===== src/rtl/sprite_layer_pkg.sv =====
// Shared types and defaults for the sprite compositing stage:
// pixel word layout, fetch-engine state encoding and signed helpers.
package sprite_layer_pkg;

  localparam int RGB_W     = 12;
  localparam int PIX_W     = RGB_W + 1;
  localparam int SPR_W_DEF = 34;
  localparam int SPR_H_DEF = 24;

  typedef enum logic [1:0] {
    ST_IDLE  = 2'd0,
    ST_CALC  = 2'd1,
    ST_FETCH = 2'd2,
    ST_DRAIN = 2'd3
  } fetch_state_t;

  // ROM / line-buffer word: bit 12 opaque, bits 11:0 RGB444.
  typedef struct packed {
    logic             opaque;
    logic [RGB_W-1:0] rgb;
  } spr_pix_t;

  // Widen both operands by one bit so the difference of two 16-bit
  // signed positions never overflows.
  function automatic logic signed [16:0] sdiff(input logic signed [15:0] a,
                                                input logic signed [15:0] b);
    return $signed({a[15], a}) - $signed({b[15], b});
  endfunction

endpackage


===== src/rtl/sprite_line_buf.sv =====
// One sprite row of pixel words: synchronous write, combinational read.
// Reads beyond the sprite width return a transparent word.
module sprite_line_buf
  import sprite_layer_pkg::*;
#(
  parameter int SPR_W = SPR_W_DEF,
  parameter int COL_W = 6
) (
  input  logic             pix_clk,
  input  logic             wr_en,
  input  logic [COL_W-1:0] wr_addr,
  input  spr_pix_t         wr_data,
  input  logic [COL_W-1:0] rd_addr,
  output spr_pix_t         rd_data
);

  localparam logic [COL_W:0] DEPTH = (COL_W + 1)'(SPR_W);

  spr_pix_t mem [SPR_W];

  // NOTE: storage arrays get no reset; every entry is rewritten by a fetch
  // before row_valid allows it to be read, and a reset would cost a mux per bit.
  always_ff @(posedge pix_clk) begin
    if (wr_en) begin
      mem[wr_addr] <= wr_data;
    end
  end

  assign rd_data = ({1'b0, rd_addr} < DEPTH) ? mem[rd_addr] : '0;

endmodule


===== src/rtl/sprite_layer.sv =====
// Composites one prefetched sprite row over a background colour, one pixel
// per cycle, with syncs re-timed to match the one-cycle colour latency.
module sprite_layer
  import sprite_layer_pkg::*;
#(
  parameter int SPR_W  = SPR_W_DEF,
  parameter int SPR_H  = SPR_H_DEF,
  parameter int ROM_AW = 10,
  parameter int COL_W  = 6
) (
  input  logic                pix_clk,
  input  logic                pix_rst,
  input  logic signed [15:0]  sx,
  input  logic signed [15:0]  sy,
  input  logic                hsync_i,
  input  logic                vsync_i,
  input  logic                de_i,
  input  logic                new_line,
  input  logic                new_frame,
  input  logic                spr_en,
  input  logic signed [15:0]  spr_x,
  input  logic signed [15:0]  spr_y,
  input  logic [RGB_W-1:0]    bg_rgb,
  output logic [ROM_AW-1:0]   rom_addr,
  input  logic [PIX_W-1:0]    rom_data,
  output logic [RGB_W-1:0]    rgb,
  output logic                hsync,
  output logic                vsync,
  output logic                de,
  output logic                busy
);

  localparam logic signed [16:0] SPR_W_S  = 17'(SPR_W);
  localparam logic signed [16:0] SPR_H_S  = 17'(SPR_H);
  localparam logic [ROM_AW-1:0]  SPR_W_A  = ROM_AW'(SPR_W);
  localparam logic [COL_W-1:0]   LAST_COL = COL_W'(SPR_W - 1);

  fetch_state_t       state;
  logic [COL_W-1:0]   col;
  logic               row_valid;
  logic               spr_en_sh;
  logic signed [15:0] spr_x_sh;
  logic signed [15:0] spr_y_sh;

  logic signed [16:0] row;
  logic signed [16:0] col_d;
  logic               row_hit;
  logic               col_hit;
  logic [ROM_AW-1:0]  row_base;

  logic               lb_we;
  logic [COL_W-1:0]   lb_waddr;
  spr_pix_t           lb_rdata;

  assign row      = sdiff(sy, spr_y_sh);
  assign col_d    = sdiff(sx, spr_x_sh);
  assign row_hit  = spr_en_sh && !row[16] && (row < SPR_H_S);
  assign col_hit  = !col_d[16] && (col_d < SPR_W_S);
  assign row_base = row[ROM_AW-1:0] * SPR_W_A;
  assign busy     = (state != ST_IDLE);

  // ROM data lags the address by one cycle, so each FETCH cycle stores the
  // word requested by the previous one and DRAIN stores the last word.
  always_comb begin
    // NOTE: defaults first so no path leaves a combinational output unassigned
    // (which would infer a latch).
    lb_we    = 1'b0;
    lb_waddr = '0;
    if (state == ST_FETCH && col != '0) begin
      lb_we    = 1'b1;
      lb_waddr = col - 1'b1;
    end else if (state == ST_DRAIN) begin
      lb_we    = 1'b1;
      lb_waddr = LAST_COL;
    end
  end

  sprite_line_buf #(
    .SPR_W (SPR_W),
    .COL_W (COL_W)
  ) u_line_buf (
    .pix_clk (pix_clk),
    .wr_en   (lb_we),
    .wr_addr (lb_waddr),
    .wr_data (spr_pix_t'(rom_data)),
    .rd_addr (col_d[COL_W-1:0]),
    .rd_data (lb_rdata)
  );

  // NOTE: all state here uses non-blocking assignments so every register
  // samples the values from before the edge, independent of statement order.
  always_ff @(posedge pix_clk) begin
    if (pix_rst) begin
      state     <= ST_IDLE;
      col       <= '0;
      row_valid <= 1'b0;
      spr_en_sh <= 1'b0;
      spr_x_sh  <= '0;
      spr_y_sh  <= '0;
      rom_addr  <= '0;
      rgb       <= '0;
      hsync     <= 1'b0;
      vsync     <= 1'b0;
      de        <= 1'b0;
    end else begin
      if (new_frame) begin
        spr_en_sh <= spr_en;
        spr_x_sh  <= spr_x;
        spr_y_sh  <= spr_y;
      end

      if (new_line) begin
        // A new line while busy abandons the partial row.
        if (state != ST_IDLE) begin
          row_valid <= 1'b0;
        end
        state <= ST_CALC;
      end else begin
        case (state)
          ST_IDLE: state <= ST_IDLE;
          ST_CALC: begin
            row_valid <= 1'b0;
            if (row_hit) begin
              col      <= '0;
              rom_addr <= row_base;
              state    <= ST_FETCH;
            end else begin
              state <= ST_IDLE;
            end
          end
          ST_FETCH: begin
            col <= col + 1'b1;
            if (col == LAST_COL) begin
              state <= ST_DRAIN;
            end else begin
              rom_addr <= rom_addr + 1'b1;
            end
          end
          ST_DRAIN: begin
            row_valid <= 1'b1;
            state     <= ST_IDLE;
          end
          default: state <= ST_IDLE;
        endcase
      end

      if (de_i && row_valid && col_hit && lb_rdata.opaque) begin
        rgb <= lb_rdata.rgb;
      end else if (de_i) begin
        rgb <= bg_rgb;
      end else begin
        rgb <= '0;
      end
      hsync <= hsync_i;
      vsync <= vsync_i;
      de    <= de_i;
    end
  end

endmodule


===== config.mk =====
export PLATFORM = sky130hd
export DESIGN_NAME = sprite_layer
export DESIGN_NICKNAME = d
export VERILOG_FILES = /design/src/rtl/sprite_layer_pkg.sv /design/src/rtl/sprite_line_buf.sv /design/src/rtl/sprite_layer.sv
export SDC_FILE = /design/constraint.sdc
export NUM_CORES = 1
export LEC_CHECK = 0
export BUFFER_PORTS_ARGS = -buffer_cell sky130_fd_sc_hd__buf_2
export CELL_PAD_IN_SITES_DETAIL_PLACEMENT = 0
export CELL_PAD_IN_SITES_GLOBAL_PLACEMENT = 1
export CORE_MARGIN = 2
export CORE_UTILIZATION = 50
export CTS_CLUSTER_DIAMETER = 100
export DETAILED_ROUTE_END_ITERATION = 7
export PLACE_DENSITY = 0.79
export SYNTH_ARGS = -nofsm -noshare
export SYNTH_HDL_FRONTEND = slang
export SYNTH_SLANG_ARGS = --single-unit

===== constraint.sdc =====
create_clock -name pix_clk -period 4.6 [get_ports pix_clk]
set_clock_uncertainty 0.1 [all_clocks]
set_input_delay 0.92 -clock pix_clk [delete_from_list [all_inputs] [get_ports pix_clk]]
set_output_delay 0.92 -clock pix_clk [all_outputs]
set_load 0.01 [all_outputs]

-- Word-level counts from Yosys, hierarchy flattened
Memory sizes are Yosys's and may differ from the RTL's.
Cells that the tools add are included.
- magnitude comparators: 3
- add/subtract/negate cells: 5
- equal/unequal tests: 9
- bitwise gates (word level): 1
- $mul: 1
- muxes and demuxes: 21
- reductions and logical operators: 19
- operator list (kind ; count):
    16-bit by 16-bit subtractor with 17-bit output ; 2
    12-bit 2-to-1 mux ; 2
    10-bit 2-to-1 mux ; 2
    10-bit one-hot mux with 2 select lines ; 1
    6-bit 2-to-1 mux ; 3
    17-bit by 6-bit < comparator with 1-bit output, second input constant ; 1
    17-bit by 7-bit < comparator with 1-bit output, second input constant ; 1
    13-bit 2-to-1 mux ; 1
    6-bit one-hot mux with 2 select lines ; 1
    10-bit by 1-bit adder with 10-bit output, second input constant ; 1
    10-bit by 5-bit multiplier with 9-bit output, second input constant ; 1
    1-bit logical AND ; 7
    1-bit 2-to-1 mux ; 7
    6-bit by 1-bit adder with 6-bit output, second input constant ; 1
    6-bit equality test, second input constant ; 1
    6-bit < comparator, second input constant ; 1
    2-bit one-hot mux with 3 select lines ; 1
    6-bit nonzero test ; 1
    6-bit by 1-bit subtractor with 6-bit output, second input constant ; 1
    2-bit equality test, second input constant ; 2
    2-bit 2-to-1 mux ; 2
    2-bit by 1-bit != test with 1-bit output, second input constant ; 2
    2-bit != test, second input constant ; 2
    4-bit AND reduction ; 1
    11 further kinds ; 14
- bits in registers: 67
- word-level logic and storage cells: 72
- output and inout bits: 26
- bits in writable memories: 442
- memories: 1
- memory list (memory ; words ; width ; rd ports ; clocked after memory_dff ; write ports ; line ; source):
    u_line_buf.mem ; 34 ; 13 ; 1 ; 0 ; 1 ; sprite_line_buf.sv:19 ; spr_pix_t mem [SPR_W];

-- Depth between registers and ports, before layout
Gate-level depths: netlist of the first run.
- word-level depth: 7
- gate-level depth with buffers: 19

-- By module
Synthesis of the first run repeated with hierarchy kept, for this count alone.
- cell total of the unflattened synthesis: 1446
- area, all modules: 22484.1 sq um
- modules (own cells, without submodules) (module ; seq. area each (sq um) ; area each (sq um) ; cells an instance ; instances):
    sprite_line_buf ; 13272.7 ; 17075.1 ; 774 ; 1
    sprite_layer ; 1341.3 ; 5408.9 ; 672 ; 1

-- Worst setup path before layout of the first run
OpenSTA, ideal clock, no wires.
- path type: in2reg
- start: in sx[0]
- end: reg rgb[11]
- buffers on the path: 4
- required time: 4368 ps
- cell stages on the path: 12
- setup slack: 365 ps
- arrival time: 4003 ps
- setup time: 132 ps
- cells stage by stage: inv_1 ha_1 fa_1 clkbuf_1 clkbuf_1 buf_2 clkbuf_1 mux4_2 mux4_2 mux2_2 o211ai_1 mux2i_1
- cells in the longest elaborated chain, start to end: 6
- elaborated cells between the ends (all ways): 10
- classes of those cells: add/sub: 1; order compare: 2; mux: 2; reduce/logical: 4; memory: 1
- RTL lines (element ; line ; source):
    start: declaration ; sprite_layer.sv:13 ; input logic signed [15:0] sx,
    16-bit by 16-bit subtractor with 17-bit output * ; sprite_layer_pkg.sv:27 ; return $signed({a[15], a}) - $signed({b[15], b});
    17-bit by 7-bit < comparator with 1-bit output or 1-bit logical NOT (tied branches) ; sprite_layer.sv:58 ; assign col_hit = !col_d[16] && (col_d < SPR_W_S);
    1-bit logical AND ; sprite_layer.sv:58 ;
    1-bit logical AND (2 in series) ; sprite_layer.sv:147 ; if (de_i && row_valid && col_hit && lb_rdata.opaque) begin
    12-bit 2-to-1 mux * ; sprite_layer.sv:147 ;
    end signal: assignment ; sprite_layer.sv:148 ; rgb <= lb_rdata.rgb;
    end signal: assignment ; sprite_layer.sv:150 ; rgb <= bg_rgb;
    end: declaration ; sprite_layer.sv:26 ; output logic [RGB_W-1:0] rgb,
Every way passes the cells marked *; elsewhere a longest branch is shown, timed or not.
A chain may end at the register's enable or synchronous reset.

-- Worst setup path in the final report of the first run
- start: in sx[0]
- end: reg rgb[10]
Same word-level chain as after synthesis.

==> results of run 1 <==
synthesized netlist by cell type, drive strengths merged (8+ instances only):
library cell / number
edfxtp: 442
mux4: 130
nor2: 116
dfxtp: 67
mux2i: 64
inv: 63
nand2: 60
ha: 49
a21oi: 41
clkbuf: 40
o21ai: 29
nand3: 21
buf: 20
o211ai: 15
mux2: 14
xnor2: 12
a21o: 10
nor3: 10
o21a: 10
and3: 9
nor2b: 8
power by group:
group	internal [mW]	total, mW	switching [mW]
Sequential	5.04	5.06	0.0190
Clock	2.43	4.23	1.80
Combinational	0.625	1.35	0.722
state kept, by name, summed over array words and instances (netlist names):
register / cells
de: 1
row_valid: 1
spr_y_sh: 16
rgb: 12
col: 6
state: 2
vsync: 1
spr_en_sh: 1
spr_x_sh: 16
u_line_buf.mem: 442
rom_addr: 10
hsync: 1
through the flow:
step                      cell area [µm²]  power (mW)  setup slack [ps]  utilization, %  hold WS [ps]
final                               25300        10.6               649            58.6           397
after global routing                25300        11.0               401            58.6           412
after CTS                           25300        10.7               708            58.6           401
after detailed placement            23600        6.50               100            54.6           385
after global placement              23600        6.49               152            54.6           376
after floorplan                     22000        6.06               365               -           355
worst min path at each step:
| stage | end | slack [ps] |
|---|---|---|
| after floorplan | row_valid | 350 |
| after global placement | spr_y_sh[9] | 380 |
| after detailed placement | spr_x_sh[10] | 390 |
| after CTS | spr_x_sh[10] | 400 |
| after global routing | spr_y_sh[9] | 410 |
| final | spr_x_sh[13] | 400 |
area by class of cell:
type                    count  share of cell area [%]
flip-flops and latches    509                    57.7
multi-input cells         697                    27.4
clock buffers              65                    5.44
repair buffers            175                    4.23
well taps                 585                    2.89
clock inverters            30                    1.39
inverters                  63                   0.933
kinds of logic after synthesis:
logic type	Yosys count	synth area share, %
multiplexers	208	16.9
flip-flops	509	66.5
adder cells (fa/ha/maj)	52	3.06
buffers and inverters	123	2.19
XOR/XNOR	19	0.791
AND/OR/NAND/NOR	258	5.25
AO/OA/AOI/OAI	160	5.30
critical path, delay by kind of cell:
kind | cells | cell delay (ps)
mux | 4 | 1300
fa+ha+maj | 2 | 1210
buf+inv | 3 | 480
compound gates | 1 | 330
layer usage:
layer | global-route usage (%) | vias up | routed length (µm)
met1 | 33.4 | 6398 | 21900
met4 | 8.48 | 2 | 1650
met2 | 37.4 | 602 | 25000
met3 | 5.45 | 92 | 5160
li1 | - | 5566 | -
met5 | 0 | - | 8
==> results.sh, run 1 <==
export IMPL_crit_start="sx[0]"
export IMPL_multiInputGateArea_mm2=0.00696
export IMPL_nNetsFinal=1646
export IMPL_totalWireLength_um=53700
export IMPL_seq_area_frac_synth_pct=66.5
export IMPL_reg2reg_setup_slack_ps=670
export IMPL_cts_tree="built"
export IMPL_tightest_slew_ps=1140
export IMPL_grt_pass1_vias=12600
export IMPL_outcome="finished, final reports clean"
export IMPL_cp_cell_sequence="buf_2, inv_1, ha_1, fa_4, buf_12, mux4_2, mux4_2, mux2_2, o211ai_1, mux2i_1"
export IMPL_grt_pass1_wl_um=78800
export IMPL_finalNonFillerCells=2124
export IMPL_crit_end="rgb[10]"
export IMPL_port_buffers=122
export IMPL_nFillCells=3253
export IMPL_first_pass_iters=7
export IMPL_dr_total_vias=12700
export IMPL_period_share_pct=85.9
export IMPL_setup_tns_final_ps=0
export IMPL_min_from="spr_x_sh[13]"
export IMPL_setup_viol=0
export IMPL_start_util_pct=50.8
export IMPL_die_h_um=214
export IMPL_final_common_cell="edfxtp_1"
export IMPL_finalHoldViolations=0
export IMPL_irDropWorstVdd_uv=382
export IMPL_grt_max_degree=46
export IMPL_io_pins=123
export IMPL_area_growth_pct=15.2
export IMPL_syn_area_per_cell_um2=16.5
export IMPL_drt_iter0_drc=1391
export IMPL_crit_required_ps=4960
export IMPL_netlist_top_cells_area="edfxtp_1 60%, mux4_2 13%, dfxtp_1 6.1%, mux2i_1 2.9%, ha_1 2.8%"
export IMPL_cp_common_cell="mux4_2"
export IMPL_slew_headroom_pct=23.9
export IMPL_max_freq_mhz=253
export IMPL_crit_path_start_kind="input port"
export IMPL_cts_setup_buffers=0
export IMPL_yosysWarnings=0
export IMPL_core_area_mm2=0.0433
export IMPL_cts_buffers_inserted=51
export IMPL_ant_nets=0
export IMPL_wl_per_cell_um=25.3
export IMPL_cts_sinks=509
export IMPL_via_per_inst=5.96
export IMPL_period_minus_slack_ps=3950
export IMPL_synthesis_area_mm2=0.0220
export IMPL_synthesis_instances=1329
export IMPL_antenna_found_initial=1
export IMPL_ys_flop_type="edfxtp_1"
export IMPL_critPathMaxFanout=45
export IMPL_grt_overflow=0
export IMPL_synthesis_nets=1478
export IMPL_slowest_stage="fa_4"
export IMPL_slowest_delay_ps=990
export IMPL_reg2reg_from="spr_y_sh[1]"
export IMPL_synth_seq_cells=509
export IMPL_holdPathStages=2
export IMPL_ctsResizeCount=0
export IMPL_r2r_end="rom_addr[9]"
export IMPL_n_antenna_cell=0
export IMPL_final_cell_mix="442 x edfxtp_1, 130 x mux4_2, 122 x buf_2"
export IMPL_cts_buffer_depth=3
export IMPL_p_leak_nw=8.80
export IMPL_synth_edf_count=442
export IMPL_layout_drive_gt1_share_pct=27.4
export IMPL_drc=0
export IMPL_track_usage_pct=23.9
export IMPL_critical_path_class="in -> reg"
export IMPL_synth_top_area_cell="edfxtp_1"
export IMPL_rsz0062_at_grt="false"
export IMPL_clockRootBuffer="clkbuf_16"
export IMPL_holdBufCountCts=0
export IMPL_layout_area_seq_mm2=0.0146
export IMPL_cts_htree_levels=2
export IMPL_end_kind="flip-flop"
export IMPL_clock_latency_ps=620
export IMPL_path_clk_slew_ps=60
export IMPL_die_w_um=214
export IMPL_hpwl_um=33700
export IMPL_hold_path_class="reg -> reg"
export IMPL_cap_viol_max_count=0
export IMPL_numPlacedInstances=2029
export IMPL_gp_congestion=0.877
export IMPL_dieArea_mm2=0.0457
export IMPL_yosys_cell_types_count=67
export IMPL_synth_top_area_share_pct=60.4
export IMPL_powerDensity_mw_per_mm2=420
export IMPL_r2r_cells=17
export IMPL_maxSlewViolCount=0
export IMPL_rows=76
export IMPL_async_reset_ff_share_pct=0
export IMPL_arrival_ps=4310
Power figures use the tool's default switching activity.
==> run 2, diff against run 1 <==
SYNTH_HIERARCHICAL = 1   (was default)
==> results.sh, run 2 <==
export IMPL_netlist_top_cells_area="edfxtp_1 59%, mux4_2 10%, dfxtp_1 6.0%, mux2i_1 3.0%, ha_1 2.7%"
export IMPL_nNetsFinal=1781
export IMPL_die_w_um=216
export IMPL_yosysMostFrequentCell="edfxtp_1"
export IMPL_max_freq_mhz=229
export IMPL_slowest_stage="or4b_4"
export IMPL_period_share_pct=94.9
export IMPL_critPathMaxFanout=10
export IMPL_regMostFlops="u_line_buf/mem"
export IMPL_multiInputGateArea_mm2=0.00729
export IMPL_nFillCells=3385
export IMPL_synth_seq_cells=509
export IMPL_total_power_mw=10.8
export IMPL_largest_register_ffs=442
export IMPL_seq_area_frac_synth_pct=65.0
export IMPL_die_h_um=216
export IMPL_synth_common_cells="442 x edfxtp_1, 120 x nor2_1, 102 x mux4_2"
export IMPL_cts_sinks=509
export IMPL_synth_top_area_cell="edfxtp_1"
export IMPL_hpwl_um=35100
export IMPL_crit_path_start_kind="input port"
export IMPL_synth_edf_count=442
export IMPL_layout_area_seq_mm2=0.0146
export IMPL_dieArea_mm2=0.0467
export IMPL_grt_max_degree=65
export IMPL_async_reset_ff_share_pct=0
export IMPL_clock_latency_ps=620
export IMPL_fin_area_mm2=0.0260
export IMPL_track_usage_pct=23.2
export IMPL_maxSlewViolCount=0
export IMPL_finalNonFillerCells=2270
export IMPL_period_minus_slack_ps=4370
export IMPL_numPlacedInstances=2169
export IMPL_port_buffers=122
export IMPL_area_growth_pct=15.5
export IMPL_totalWireLength_um=53900
export IMPL_synthesis_instances=1446
export IMPL_outcome="finished, final reports clean"
export IMPL_path_clk_slew_ps=60
export IMPL_first_pass_iters=5
export IMPL_grt_pass1_wl_um=81300
export IMPL_core_area_mm2=0.0443
export IMPL_irDropWorstVdd_uv=307
export IMPL_io_pins=123
export IMPL_yosys_cell_types_count=81
export IMPL_final_cell_mix="442 x edfxtp_1, 122 x buf_2, 118 x nor2_1"
export IMPL_clockRootBuffer="clkbuf_16"
export IMPL_slowest_delay_ps=460
export IMPL_synthesis_area_mm2=0.0225
export IMPL_layout_drive_gt1_share_pct=25.3
export IMPL_p_leak_nw=9.04
export IMPL_ys_flop_type="edfxtp_1"
export IMPL_cp_cell_sequence="buf_2, inv_4, ha_4, fa_2, nor2b_4, o21a_1, o21a_1, nor2_2, buf_6, nor3_4, nand2b_1, or2_4, o32ai_2, nand3_1, nor2_2, or4b_4, a22oi_2, nand4_1, a2111oi_4, buf_4, clkbuf_16, mux2i_1"
export IMPL_holdBufCountCts=0
export IMPL_synth_top_area_share_pct=59.0
export IMPL_syn_area_per_cell_um2=15.5
export IMPL_setup_viol=0
export IMPL_drt_iter0_drc=1356
export IMPL_tightest_slew_ps=991
export IMPL_gp_congestion=0.870
export IMPL_crit_required_ps=5030
export IMPL_cts_tree="built"
export IMPL_antenna_found_initial=1
export IMPL_synthesis_nets=1594
export IMPL_rsz0062_at_grt="false"
export IMPL_dr_total_vias=13600
export IMPL_critical_path_class="in -> reg"
export IMPL_cts_buffer_depth=3
export IMPL_drc=0
export IMPL_via_per_inst=5.99
export IMPL_top_regs="u_line_buf/mem (442), spr_x_sh (16), spr_y_sh (16)"
export IMPL_finalHoldViolations=0
export IMPL_cts_htree_levels=2
export IMPL_end_kind="flip-flop"
export IMPL_cap_viol_max_count=0
export IMPL_setup_tns_final_ps=0
export IMPL_wl_per_cell_um=23.7
export IMPL_final_common_cell="edfxtp_1"
export IMPL_start_util_pct=50.7
export IMPL_slew_headroom_pct=33.9
export IMPL_powerDensity_mw_per_mm2=417
export IMPL_rows=77
export IMPL_yosysWarnings=6
export IMPL_ant_nets=0
export IMPL_grt_overflow=0
export IMPL_cts_buffers_inserted=52
export IMPL_grt_pass1_vias=13200
export IMPL_hold_path_class="reg -> reg"
export IMPL_placed_cell_area_mm2=0.0241
export IMPL_arrival_ps=4800
## run 2: changes by cell type after synthesis, sizes merged, moves of 15 or more
cell,before,now
buf,20,40
mux4,130,102
nand2,60,41
nand2b,7,33
nor2b,8,29
o221ai,0,21
o32ai,0,15
## run 2: final timing paths
path	startpoint	to	slack, ps	depth (start not counted)
max	sx[0]	rgb[7]	230	22
min	spr_y_sh[5]	spr_y_sh[5]	390	2
min reg2reg	spr_y_sh[5]	spr_y_sh[5]	390	2
max reg2reg	spr_x_sh[0]	rgb[7]	310	20
## run 2: per-stage QoR
step / util, % / hold slack (ps) / worst slack [ps]
after floorplan: - / 353 / 7.30
after detailed placement: 54.5 / 385 / -331
after CTS: 58.5 / 399 / 291
after global routing: 58.6 / 416 / 10.4
after global placement: 54.5 / 377 / -219
final: 58.6 / 394 / 232
## run 2: logic make-up (layout without fill, tap and decap cells)
kind of cell	after synthesis	after routing	share of synthesized area (%)
compound gates	229	229	7.75
xor+xnor	16	16	0.623
fa+ha+maj	51	51	2.94
buf+inv	140	371	2.87
flops	509	509	65.0
mux	176	176	13.5
other cells	0	1	0
simple gates	325	325	7.28
## run 2: area by class of cell
| class | instances | area share (%) |
|---|---|---|
| Sequential cell | 509 | 56.3 |
| Multi-Input combinational cell | 797 | 28.1 |
| Clock buffer | 62 | 5.15 |
| Timing Repair Buffer | 206 | 4.96 |
| Tap cell | 592 | 2.85 |
| Clock inverter | 36 | 1.68 |
| Inverter | 67 | 1.01 |
| Antenna cell | 1 | 0.00963 |
## run 2: repair_timing
action / CTS / global route
setup endpoints to repair: 0 / 7
buffers inserted: 0 / 1
gates resized for setup: 0 / 5
## run 2: power by group
group | internal [mW] | switching [mW]
combinational | 0.611 | 0.833
sequential | 5.04 | 0.0174
clock | 2.54 | 1.80
total | 8.19 | 2.65
## run 2: per-layer routing
layer	global-route usage, %	part of all wire [%]	vias up	wire length (µm)
li1	-	-	6090	-
met1	33.1	42	6881	22800
met5	0	0.024	-	13
met3	4.80	8.1	83	4350
met4	6.16	2.4	2	1280
met2	36.7	47	541	25500
## run 2: critical path: cells and delay by family
family	cells	cell delay, ps
simple gates	9	1610
buf+inv	5	650
fa+ha+maj	2	560
compound gates	5	860
mux	1	170
